`src/rtl/sensor_pkg.sv`:
```
// sensor_pkg
// Constants and types shared by the pixel readout blocks.
//   PIXEL_WIDTH           - bits per pixel sample
//   DEFAULT_ARRAY_WIDTH   - default pixel columns per row
//   DEFAULT_ARRAY_HEIGHT  - default pixel rows
//   readout_state_t       - output-side state of the row readout
package sensor_pkg;

    localparam int PIXEL_WIDTH          = 8;
    localparam int DEFAULT_ARRAY_WIDTH  = 4;
    localparam int DEFAULT_ARRAY_HEIGHT = 4;

    typedef enum logic {
        ST_IDLE   = 1'b0,   // no row buffered, pix_valid low
        ST_STREAM = 1'b1    // head row is being streamed out
    } readout_state_t;

endpackage

```
`src/rtl/row_fifo.sv`:
```
// row_fifo
// Two-entry FIFO holding whole captured rows. The head entry is read
// combinationally so a row pushed in one cycle is visible the next.
// Ports:
//   clk, reset  - clock, synchronous active-high reset
//   push        - write push_data (caller guarantees not full, or pop)
//   push_data   - entry to store
//   pop         - drop the head entry (caller guarantees not empty)
//   head_data   - oldest stored entry
//   count       - number of stored entries (0..2)
//   full        - both entries occupied
module row_fifo #(
    parameter int ENTRY_WIDTH = 8
) (
    input  logic                   clk,
    input  logic                   reset,
    input  logic                   push,
    input  logic [ENTRY_WIDTH-1:0] push_data,
    input  logic                   pop,
    output logic [ENTRY_WIDTH-1:0] head_data,
    output logic [1:0]             count,
    output logic                   full
);

    logic [ENTRY_WIDTH-1:0] mem [2];
    logic                   wr_ptr_reg;
    logic                   rd_ptr_reg;
    logic [1:0]             count_reg;

    // Storage carries no reset; head_data is only consumed when count != 0.
    always_ff @(posedge clk) begin
        if (push) begin
            mem[wr_ptr_reg] <= push_data;
        end
    end

    always_ff @(posedge clk) begin
        if (reset) begin
            wr_ptr_reg <= 1'b0;
            rd_ptr_reg <= 1'b0;
            count_reg  <= 2'd0;
        end else begin
            if (push) begin
                wr_ptr_reg <= ~wr_ptr_reg;
            end
            if (pop) begin
                rd_ptr_reg <= ~rd_ptr_reg;
            end
            count_reg <= count_reg + {1'b0, push} - {1'b0, pop};
        end
    end

    assign head_data = mem[rd_ptr_reg];
    assign count     = count_reg;
    assign full      = (count_reg == 2'd2);

endmodule

```
`src/rtl/row_readout.sv`:
```
// row_readout
// Buffers converted pixel rows in a 2-entry FIFO and streams them out one
// pixel per cycle with valid/ready handshaking and row/column/eol/eof tags.
// Ports:
//   clk, reset   - clock, synchronous active-high reset
//   row_select   - one-hot row read select (pixel array READ bus)
//   row_capture  - strobe: conversion of the selected row complete
//   data_in      - pixel array DATA_OUT bus, column 0 in element 0
//   pix_data     - current pixel value
//   pix_valid    - pix_data and tags valid
//   pix_ready    - consumer accepts the pixel
//   pix_row      - row index of the pixel
//   pix_col      - column index of the pixel
//   pix_eol      - last column of a row
//   pix_eof      - last column of the last row
//   overflow     - sticky: a row was dropped because the FIFO was full
//   sel_err      - sticky: capture seen with a non-one-hot row_select
module row_readout
    import sensor_pkg::*;
#(
    parameter int PIXEL_ARRAY_WIDTH  = DEFAULT_ARRAY_WIDTH,
    parameter int PIXEL_ARRAY_HEIGHT = DEFAULT_ARRAY_HEIGHT
) (
    input  logic                                            clk,
    input  logic                                            reset,
    input  logic [PIXEL_ARRAY_HEIGHT-1:0]                   row_select,
    input  logic                                            row_capture,
    input  logic [PIXEL_ARRAY_WIDTH-1:0][PIXEL_WIDTH-1:0]   data_in,
    output logic [PIXEL_WIDTH-1:0]                          pix_data,
    output logic                                            pix_valid,
    input  logic                                            pix_ready,
    output logic [$clog2(PIXEL_ARRAY_HEIGHT)-1:0]           pix_row,
    output logic [$clog2(PIXEL_ARRAY_WIDTH)-1:0]            pix_col,
    output logic                                            pix_eol,
    output logic                                            pix_eof,
    output logic                                            overflow,
    output logic                                            sel_err
);

    localparam int ROW_W   = $clog2(PIXEL_ARRAY_HEIGHT);
    localparam int COL_W   = $clog2(PIXEL_ARRAY_WIDTH);
    localparam int DATA_W  = PIXEL_ARRAY_WIDTH * PIXEL_WIDTH;
    localparam int ENTRY_W = DATA_W + ROW_W;

    readout_state_t state_reg, state_next;
    logic [COL_W-1:0] col_reg, col_next;
    logic             overflow_reg;
    logic             sel_err_reg;

    // Row select decoding
    logic [ROW_W-1:0] sel_terms [PIXEL_ARRAY_HEIGHT];
    logic [ROW_W-1:0] sel_index;
    logic             sel_onehot;

    // Each set bit contributes its own index; OR-reduction yields the
    // encoded index, which is only meaningful when exactly one bit is set.
    generate
        for (genvar gi = 0; gi < PIXEL_ARRAY_HEIGHT; gi++) begin : g_sel_enc
            assign sel_terms[gi] = row_select[gi] ? ROW_W'(gi) : '0;
        end
    endgenerate

    always_comb begin
        sel_index = '0;
        for (int i = 0; i < PIXEL_ARRAY_HEIGHT; i++) begin
            sel_index = sel_index | sel_terms[i];
        end
    end

    assign sel_onehot = (row_select != '0) &&
                        ((row_select & (row_select - PIXEL_ARRAY_HEIGHT'(1))) == '0);

    // FIFO
    logic [ENTRY_W-1:0] push_entry;
    logic [ENTRY_W-1:0] head_entry;
    logic [1:0]         fifo_count;
    logic [1:0]         count_next;
    logic               fifo_full;
    logic               push;
    logic               pop;
    logic               transfer;
    logic               capture_ok;
    logic               col_last;

    logic [PIXEL_ARRAY_WIDTH-1:0][PIXEL_WIDTH-1:0] head_pixels;
    logic [ROW_W-1:0]                              head_row;

    assign push_entry = {sel_index, data_in};
    assign {head_row, head_pixels} = head_entry;

    row_fifo #(
        .ENTRY_WIDTH (ENTRY_W)
    ) u_row_fifo (
        .clk       (clk),
        .reset     (reset),
        .push      (push),
        .push_data (push_entry),
        .pop       (pop),
        .head_data (head_entry),
        .count     (fifo_count),
        .full      (fifo_full)
    );

    // Handshake and FIFO control. A full FIFO still accepts a capture when
    // the head row is popped in the same cycle.
    assign col_last   = (col_reg == COL_W'(PIXEL_ARRAY_WIDTH - 1));
    assign transfer   = pix_valid && pix_ready;
    assign pop        = transfer && col_last;
    assign capture_ok = row_capture && sel_onehot;
    assign push       = capture_ok && (!fifo_full || pop) && !reset;
    assign count_next = fifo_count + {1'b0, push} - {1'b0, pop};

    always_comb begin
        col_next = col_reg;
        if (transfer) begin
            col_next = col_last ? '0 : col_reg + COL_W'(1);
        end
    end

    // Next state and outputs
    always_comb begin
        state_next = ST_IDLE;
        if (count_next != 2'd0) begin
            state_next = ST_STREAM;
        end

        pix_valid = 1'b0;
        pix_data  = '0;
        pix_row   = '0;
        pix_eol   = 1'b0;
        pix_eof   = 1'b0;
        case (state_reg)
            ST_STREAM: begin
                pix_valid = 1'b1;
                pix_data  = head_pixels[col_reg];
                pix_row   = head_row;
                pix_eol   = col_last;
                pix_eof   = col_last && (head_row == ROW_W'(PIXEL_ARRAY_HEIGHT - 1));
            end
            default: ;
        endcase
    end

    assign pix_col  = col_reg;
    assign overflow = overflow_reg;
    assign sel_err  = sel_err_reg;

    always_ff @(posedge clk) begin
        if (reset) begin
            state_reg    <= ST_IDLE;
            col_reg      <= '0;
            overflow_reg <= 1'b0;
            sel_err_reg  <= 1'b0;
        end else begin
            state_reg <= state_next;
            col_reg   <= col_next;
            if (capture_ok && fifo_full && !pop) begin
                overflow_reg <= 1'b1;
            end
            if (row_capture && !sel_onehot) begin
                sel_err_reg <= 1'b1;
            end
        end
    end

endmodule

```
`config.mk`:
```
export PLATFORM = sky130hd
export DESIGN_NAME = row_readout
export DESIGN_NICKNAME = d
export VERILOG_FILES = /design/src/rtl/sensor_pkg.sv /design/src/rtl/row_fifo.sv /design/src/rtl/row_readout.sv
export SDC_FILE = /design/constraint.sdc
export NUM_CORES = 1
export LEC_CHECK = 0
export BUFFER_PORTS_ARGS = -buffer_cell sky130_fd_sc_hd__buf_2
export CORE_UTILIZATION = 57
export CTS_BUF_LIST = sky130_fd_sc_hd__clkbuf_8
export DETAILED_ROUTE_END_ITERATION = 8
export PLACE_DENSITY = 0.81
export SLEW_MARGIN = 20
export SYNTH_ARGS = -nofsm -noshare
export SYNTH_HDL_FRONTEND = slang
export SYNTH_SLANG_ARGS = --single-unit
```
`constraint.sdc`:
```
create_clock -name clk -period 5.35 [get_ports clk]
set_input_delay 0.8025 -clock clk [delete_from_list [all_inputs] [get_ports clk]]
set_output_delay 0.8025 -clock clk [all_outputs]
set_load 0.02 [all_outputs]
```
# Word-level counts from Yosys, hierarchy flattened
# Memories as Yosys holds them, arrays and structs flattened. A register that Yosys moved wholly into a read port is not among the register bits.
# Index checks and enable logic that the tools add are counted.
# classes
eq_ne	3
n_reduce_logical	18
n_addsub	4
order_cmp	1
bitwise	5
mux	16
# op_table
op	n
$bmux W8 S2	1
$mux W8	2
$logic_and A1 B1 Y1	10
$mux W1	9
$mux W2	4
$eq A2 B2 Y1 const B	3
$and A4 B4 Y4	1
$logic_not A1 Y1	4
$logic_not A4 Y1	1
$reduce_bool A4 Y1	1
$sub A4 B1 Y4 const B	1
$lt A2 B3 Y1 const B	1
$add A2 B1 Y2	1
$add A2 B1 Y2 const B	1
$not A1 Y1	2
$or A1 B2 Y2	1
$or A2 B2 Y2	1
$reduce_bool A2 Y1	1
$sub A2 B1 Y2	1
$logic_or A1 B1 Y1	1
# totals
out_inout_bits	17
input_bits	40
register_bits	9
elab_cells	55
ramBits	68
mem_count	1
# memory_table
memory	words	word_bits	rd	rd_ports_with_merged_regs	wr	line_no	source
u_row_fifo.mem	2	34	1	1	1	row_fifo.sv:25	logic [ENTRY_WIDTH-1:0] mem [2];

# Depth between registers and ports, before layout
# Gate-level depths: netlist of run 1.
# depth
depth_word	11
ltp_mapped	10

# Modules after synthesis
# A second synthesis of run 1 with hierarchy kept.
# unflattened
cells_unflattened	187
area_unflattened_um2	3424.5
# by_module_without_submodules
module	area_each_um2	cells_per_inst	instances
row_fifo	2821.5	126	1
row_readout	603.1	61	1

# Worst setup path before layout of run 1
# Ideal clock, no wire load.
# synth_path
kind	input to register
start	input port row_select[1]
end	memory u_row_fifo.mem[1][0] in the netlist's numbering, enable pin
n_path_buf	0
cell_stages	4
setup_time_ns	0.475
t_arrival_ns	3.982
required_time_ns	4.875
setup_slack_ns	0.894
path_cell_list	nor4b_1 -> a211o_2 -> nand3b_4 -> nor3b_1
# synth_via
elab_chain_cells	9
elab_cells_between_ends	10
cone_classes	add/sub (1); mux (2); bitwise (1); reduce/logical (6)
# synth_lines
element	line_no	source
start, declared	row_readout.sv:26	input logic [PIXEL_ARRAY_HEIGHT-1:0] row_select,
$sub A4 B1 Y4	row_readout.sv:71	((row_select & (row_select - PIXEL_ARRAY_HEIGHT'(1))) == '0);
$and A4 B4 Y4	row_readout.sv:71	
$logic_not A4 Y1	row_readout.sv:71	
$logic_and A1 B1 Y1 *	row_readout.sv:70	assign sel_onehot = (row_select != '0) &&
$logic_and A1 B1 Y1 *	row_readout.sv:109	assign capture_ok = row_capture && sel_onehot;
$logic_and A1 B1 Y1 * (2 in a row)	row_readout.sv:110	assign push = capture_ok && (!fifo_full || pop) && !reset;
$mux W1 *	row_fifo.sv:32	if (push) begin
$mux W1 (not written as such) *	row_fifo.sv:33	mem[wr_ptr_reg] <= push_data;
end, declared	row_fifo.sv:25	
# Mark *: on every way between the ends. The rest lies on a longest branch, timed or not.

==> results.yml, run 1 <==
run_status:
  status: "finished, final reports clean"
layout:
  stdcell_area_um2: 3656
  largest_reg_flops: 68
  final_common_cell: "edfxtp_1"
  instances_no_fill: 306
  area_growth_pct: 17.63
  final_cell_mix: "68 x edfxtp_1, 56 x buf_2, 16 x mux4_2"
  layout-drive-gt1-share_pct: 40.25
  nets: 274
  antennaDiodeCount: 0
synth:
  synth_cell_types: 28
  ys_ff_latch: 78
  seq_area_frac_synth_pct: 72.14
  post_synth.cell_area_avg_um2: 18.50
  ys_warn_count: 0
  synthesis.area_um2: 3108
  synth_nets: 211
  synthCells: 168
critical_path:
  cp-start-kind: "flip-flop"
  crit_path_top_delay_cell: "mux4_2"
  end_kind: "primary output"
  r2r_start: "pix_col[0]$_SDFFE_PP0P_"
  cp_max_fo: 16
  criticalPathCategory: "flip-flop to primary output"
  cp_top_family: "multiplexers"
  required_ps: 4550
  slowest_delay_ps: 530
  path_cells: "buf_4 -> mux4_2 -> mux2i_1 -> nor2b_1 -> buf_2"
  critPathBufInv: 2
  crit_arrival_ps: 2110
global_route:
  grt.met3_usage_pct: 4.365
  grt_pass1_vias: 1625
  gr-total-overflow: 0
  grt_pass1_wl_um: 7548
  grtUsageTotal_pct: 19.45
  busiest_layer: "met2"
  grt_use_met1_pct: 23.88
  antenna_found_initial: 0
  use_met2_pct: 31.27
  grt_max_degree: 35
timing:
  rsz0062_at_grt: "false"
  maxSlewViolCount: 0
  min_period_ps: 2916
  relSlewSlack_pct: 41.80
  max_slew.worst_pin.slew_ps: 871.8
  finalSetupViolCount: 0
  fin_crit_sh_pct: 54.51
  clock.fmax_mhz: 342.9
  skew_ps: 6.924
  setup_ws_ps: 2434
  setup_tns_ps: 0
  hold_viol: 0
die:
  fp.dieW_um: 75.84
  boundaryPins: 57
  core_area_um2: 5172
  die_h_um: 75.84
  initial_core_util_pct: 60.09
  die_area_um2: 5752
  rows: 26
power:
  p_leak_nw: 1.332
  p_per_area_nw_per_um2: 309.1
  vdd_ir_drop_max_uv: 261.3
clock_network:
  htree_levels: 3
  clock_sinks: 78
  ctsRootBufferMaster: "clkbuf_8"
  clkTransAtPathRegs_ps: 70
  clock_latency_ps: 340
  cts_hold_buf: 0
  clock_path_buffers: 2
  post_cts_buffers: 0
  cts_tree: "built"
  cts_buffers: 9
  cts_resized: 0
min_path:
  hold_start: "overflow$_SDFFE_PP0P_"
  hold_path.class: "flip-flop to flip-flop"
route:
  num_vias: 1646
  drt-pass1-iter-count: 4
  drc_errors: 0
  routed_via_density: 5.379
  wl_per_cell_um: 16.03
  ant_nets: 0
  drt-total-wl_um: 4906
  first_iter_violations: 131
placed_design:
  dp_slack_ps: 2583
  dpl.hpwl_um: 3281
  dp_cells: 290
  gp_congestion: 0.7006
  port_buffers: 56
  place_area_um2: 3475
flow_run:
  maxCapViolations: 0
-- power by group --
group          internal (mW)  switching (mW)  total [mW]
combinational         0.0262          0.0270      0.0532
sequential             0.671         0.00622       0.677
clock                  0.208           0.192       0.400
total                  0.905           0.225        1.13
-- final timing paths --
path / end / slack, ps / cells after the start
max reg2reg: state_reg$_SDFF_PP0_ / 2610 / 10
max: pix_data[4] / 2430 / 5
min reg2reg: overflow$_SDFFE_PP0P_ / 480 / 2
min: overflow$_SDFFE_PP0P_ / 480 / 2
-- cells in the mapped netlist (all sizes together) --
master | number | area share [%]
inv | 2 | 0.24
and2 | 3 | 0.60
xor2 | 2 | 0.56
clkbuf | 3 | 0.36
dfxtp | 10 | 6.4
buf | 4 | 0.72
mux2i | 10 | 3.2
nor3b | 2 | 0.48
mux4 | 16 | 12
a21oi | 3 | 0.48
nand2 | 3 | 0.36
or2 | 3 | 0.60
o21ai | 1 | 0.16
nand3b | 1 | 0.64
and3 | 1 | 0.20
nor4b | 2 | 0.56
nor2 | 9 | 1.1
nor3 | 3 | 0.48
a211o | 1 | 0.32
nor2b | 12 | 2.4
xnor2 | 1 | 0.28
a211oi | 1 | 0.24
a31oi | 1 | 0.20
edfxtp | 68 | 66
nand3 | 2 | 0.32
mux2 | 1 | 0.48
ha | 3 | 1.2
-- final cells by class --
class,count,area (µm²)
sequential,78,2242
inverter,2,7.507
clock buffer,9,123.9
multi-input combinational,81,834.6
tap,70,87.58
clock inverter,7,57.56
fill,349,1516
timing repair buffer,59,302.8
-- cells by family after synthesis --
| family | after synthesis | synth area share, % |
|---|---|---|
| AOI/OAI and AO/OA | 7 | 1.409 |
| adders and majority gates | 3 | 1.208 |
| muxes | 27 | 15.30 |
| and+or+nand+nor | 41 | 7.770 |
| buffers and inverters | 9 | 1.329 |
| DFF | 78 | 72.14 |
| xor gates and xnor gates | 3 | 0.8456 |
-- routing by layer --
layer / wire length (µm) / vias to the layer above
li1: - / 782
met1: 2114 / 807
met5: 0 / -
met2: 2463 / 45
met3: 190 / 12
met4: 137 / 0
-- worst register-to-register path: stages, from the launching register on --
cell	delay, ps
dfxtp_1	890
ha_1	320
and3_1	240
nor3b_1	90
nand3b_4	190
nor2_1	110
ha_1	160
xor2_1	170
and2_1	140
nor3_1	40
or2_2	270
-- through the flow --
step / power, mW / hold WS (ps) / utilization, %
floorplan: 0.7163 / 481.3 / -
global placement: 0.7427 / 449.6 / 67.17
detailed placement: 0.7448 / 471.7 / 67.17
CTS: 1.137 / 491.4 / 70.68
global route: 1.169 / 515.2 / 70.68
finish: 1.130 / 483.7 / 70.68
Note: power is estimated with default switching activity, not from simulation.
==> run 2: changes to the inputs <==
Settings changed: CORE_UTILIZATION 57 to 52, PLACE_DENSITY 0.81 to 0.78.
Clock period 5.35 ns to 2.5 ns, I/O delays scaled along.
==> run 2 against run 1 <==
Effect of this change: sequential power is 110% higher; largest power group unchanged; critical path type is now flip-flop to flip-flop; critical endpoint is now state_reg$_SDFF_PP0_; via count is 0.67% higher; power is 120% higher; clock skew is 0.64 ps lower; highest routed layer unchanged; combinational power is 140% higher; worst hold slack worse by 270 ps; count of clock-buffer cells in the layout stayed put.
==> results.yml, run 2 (same netlist as run 1, synthesis figures left out) <==
layout:
  area_growth_pct: 20.21
  layout-drive-gt1-share_pct: 42.98
  seqCellArea_um2: 2242
  final_common_cell: "edfxtp_1"
  multiInputGateArea_um2: 847.1
  antennaDiodeCount: 0
  nFillCells: 386
  nets: 280
  final_cell_mix: "68 x edfxtp_1, 56 x buf_2, 16 x mux4_2"
  stdcell_area_um2: 3736
  largest_reg_flops: 68
critical_path:
  crit_path_top_delay_cell: "dfxtp_1"
  path_cells: "ha_1 -> and3_1 -> nor3b_1 -> nand3b_4 -> nor2_1 -> ha_1 -> xor2_1 -> and2_1 -> nor3_1 -> or2_2"
  slowest_delay_ps: 320
  criticalPathCategory: "flip-flop to flip-flop"
  r2r_end: "state_reg$_SDFF_PP0_"
  crit_arrival_ps: 2560
  cp_top_family: "simple AND/OR/NAND/NOR gates"
  cp-start-kind: "flip-flop"
  cp_max_fo: 4
  reg2reg_slack_ps: 170
  critPathBufInv: 0
  crit_path_frequent_cell: "ha_1"
  reg2reg_depth: 10
  required_ps: 2730
  r2r_start: "pix_col[0]$_SDFFE_PP0P_"
  end_kind: "flip-flop"
timing:
  skew_ps: 6.282
  relSlewSlack_pct: 75.62
  hold_viol: 0
  setup_tns_ps: 0
  fin_crit_sh_pct: 93.19
  min_period_ps: 2330
  finalSetupViolCount: 0
  timing.hold.ws_ps: 211.6
  max_slew.worst_pin.slew_ps: 360.7
  clock.fmax_mhz: 429.2
  rsz0062_at_grt: "false"
  maxSlewViolCount: 0
power:
  switching_share_pct: 20.72
  vdd_ir_drop_max_uv: 498.6
  p_leak_nw: 1.378
  pwr-share-seq_pct: 58.7
  pwr-share-comb_pct: 5.1
  power_mw: 2.460
  p_int_mw: 1.950
  netSwitchingPower_uw: 509.6
  p_per_area_nw_per_um2: 658.3
  p_clk_share_pct: 36.2
placed_design:
  port_buffers: 56
  gp_congestion: 0.7174
  dpl.hpwl_um: 3483
  place_area_um2: 3547
die:
  core_area_um2: 5642
  die_area_um2: 6290
  rows: 27
  initial_core_util_pct: 55.09
  boundaryPins: 57
  fp.dieW_um: 79.31
  die_h_um: 79.31
route:
  wl_per_cell_um: 16.21
  ant_nets: 0
  first_iter_violations: 95
  num_vias: 1657
  drt-pass1-iter-count: 4
  drc_errors: 0
  drt-total-wl_um: 5090
  routed_via_density: 5.277
global_route:
  grt_pass1_wl_um: 7866
  grt_pass1_vias: 1616
  gr-total-overflow: 0
  grtUsageTotal_pct: 18.07
  antenna_found_initial: 0
  grt_max_degree: 25
run_status:
  status: "finished, final reports clean"
clock_network:
  clock_latency_ps: 350
  cts_buffers: 9
  clock_path_buffers: 2
  cts_resized: 0
  ctsRootBufferMaster: "clkbuf_8"
  cts_tree: "built"
  htree_levels: 3
  post_cts_buffers: 0
  clock_sinks: 78
  clkTransAtPathRegs_ps: 80
  cts_hold_buf: 0
min_path:
  hold_end: "u_row_fifo.mem[0][1]$_DFFE_PP_"
  hold_depth: 1
  hold_start: "data_in[1]"
  hold_path.class: "primary input to flip-flop"
flow_run:
  maxCapViolations: 0
## run 2: worst max path at each step
stage / from / endpoint / slack [ps] / cells after the start
2_1_floorplan: pix_col[1]$_SDFFE_PP0P_ / u_row_fifo.mem[1][0]$_DFFE_PP_ / 30 / 5
3_3_place_gp: row_select[1] / state_reg$_SDFF_PP0_ / 290 / 10
3_5_place_dp: pix_col[0]$_SDFFE_PP0P_ / state_reg$_SDFF_PP0_ / 160 / 10
4_1_cts: pix_col[0]$_SDFFE_PP0P_ / state_reg$_SDFF_PP0_ / 160 / 10
5_1_grt: pix_col[0]$_SDFFE_PP0P_ / state_reg$_SDFF_PP0_ / 40 / 10
6_report: pix_col[0]$_SDFFE_PP0P_ / state_reg$_SDFF_PP0_ / 170 / 10
## run 2: power groups by stage
stage	Clock [mW]	Sequential (mW)	Combinational, mW
2_1_floorplan	0	1.47	0.0606
3_3_place_gp	0	1.47	0.123
3_5_place_dp	0	1.47	0.128
4_1_cts	0.909	1.44	0.128
5_1_grt	0.959	1.44	0.138
6_report	0.891	1.44	0.126
## run 2: metal layers
| metal | share of wire, % | GRT usage [%] | vias to the layer above | wire [µm] |
|---|---|---|---|---|
| met5 | 0 | 0 | - | 0 |
| met4 | 1.8 | 9.091 | 0 | 94 |
| met3 | 3.8 | 5.517 | 10 | 191 |
| met2 | 52 | 28.88 | 36 | 2668 |
| met1 | 42 | 22.35 | 809 | 2135 |
| li1 | - | - | 802 | - |
## run 2: area by class of cell
cell class                 count  area share (%)
sequential                    78           60.01
multi-input combinational     81           22.67
timing repair buffer          65           9.645
clock buffer                   9           3.315
tap                           72           2.411
clock inverter                 7           1.741
inverter                       2          0.2009
## run 2: worst reg2reg max path: cells and delay by family, from the launching register on
kind	cells	cell delay, ps
AND/OR/NAND/NOR	7	1290
adder cells (fa/ha/maj)	2	450
flip-flops	1	320
XOR/XNOR	1	160
## run 2: through the flow
step,cells,util (%),setup WS [ps]
3_3_place_gp,298,62.87,285.5
4_1_cts,314,66.22,159.3
3_5_place_dp,298,62.87,162.8
6_report,314,66.22,170.2
5_1_grt,314,66.22,39.80
2_1_floorplan,168,-,25.65
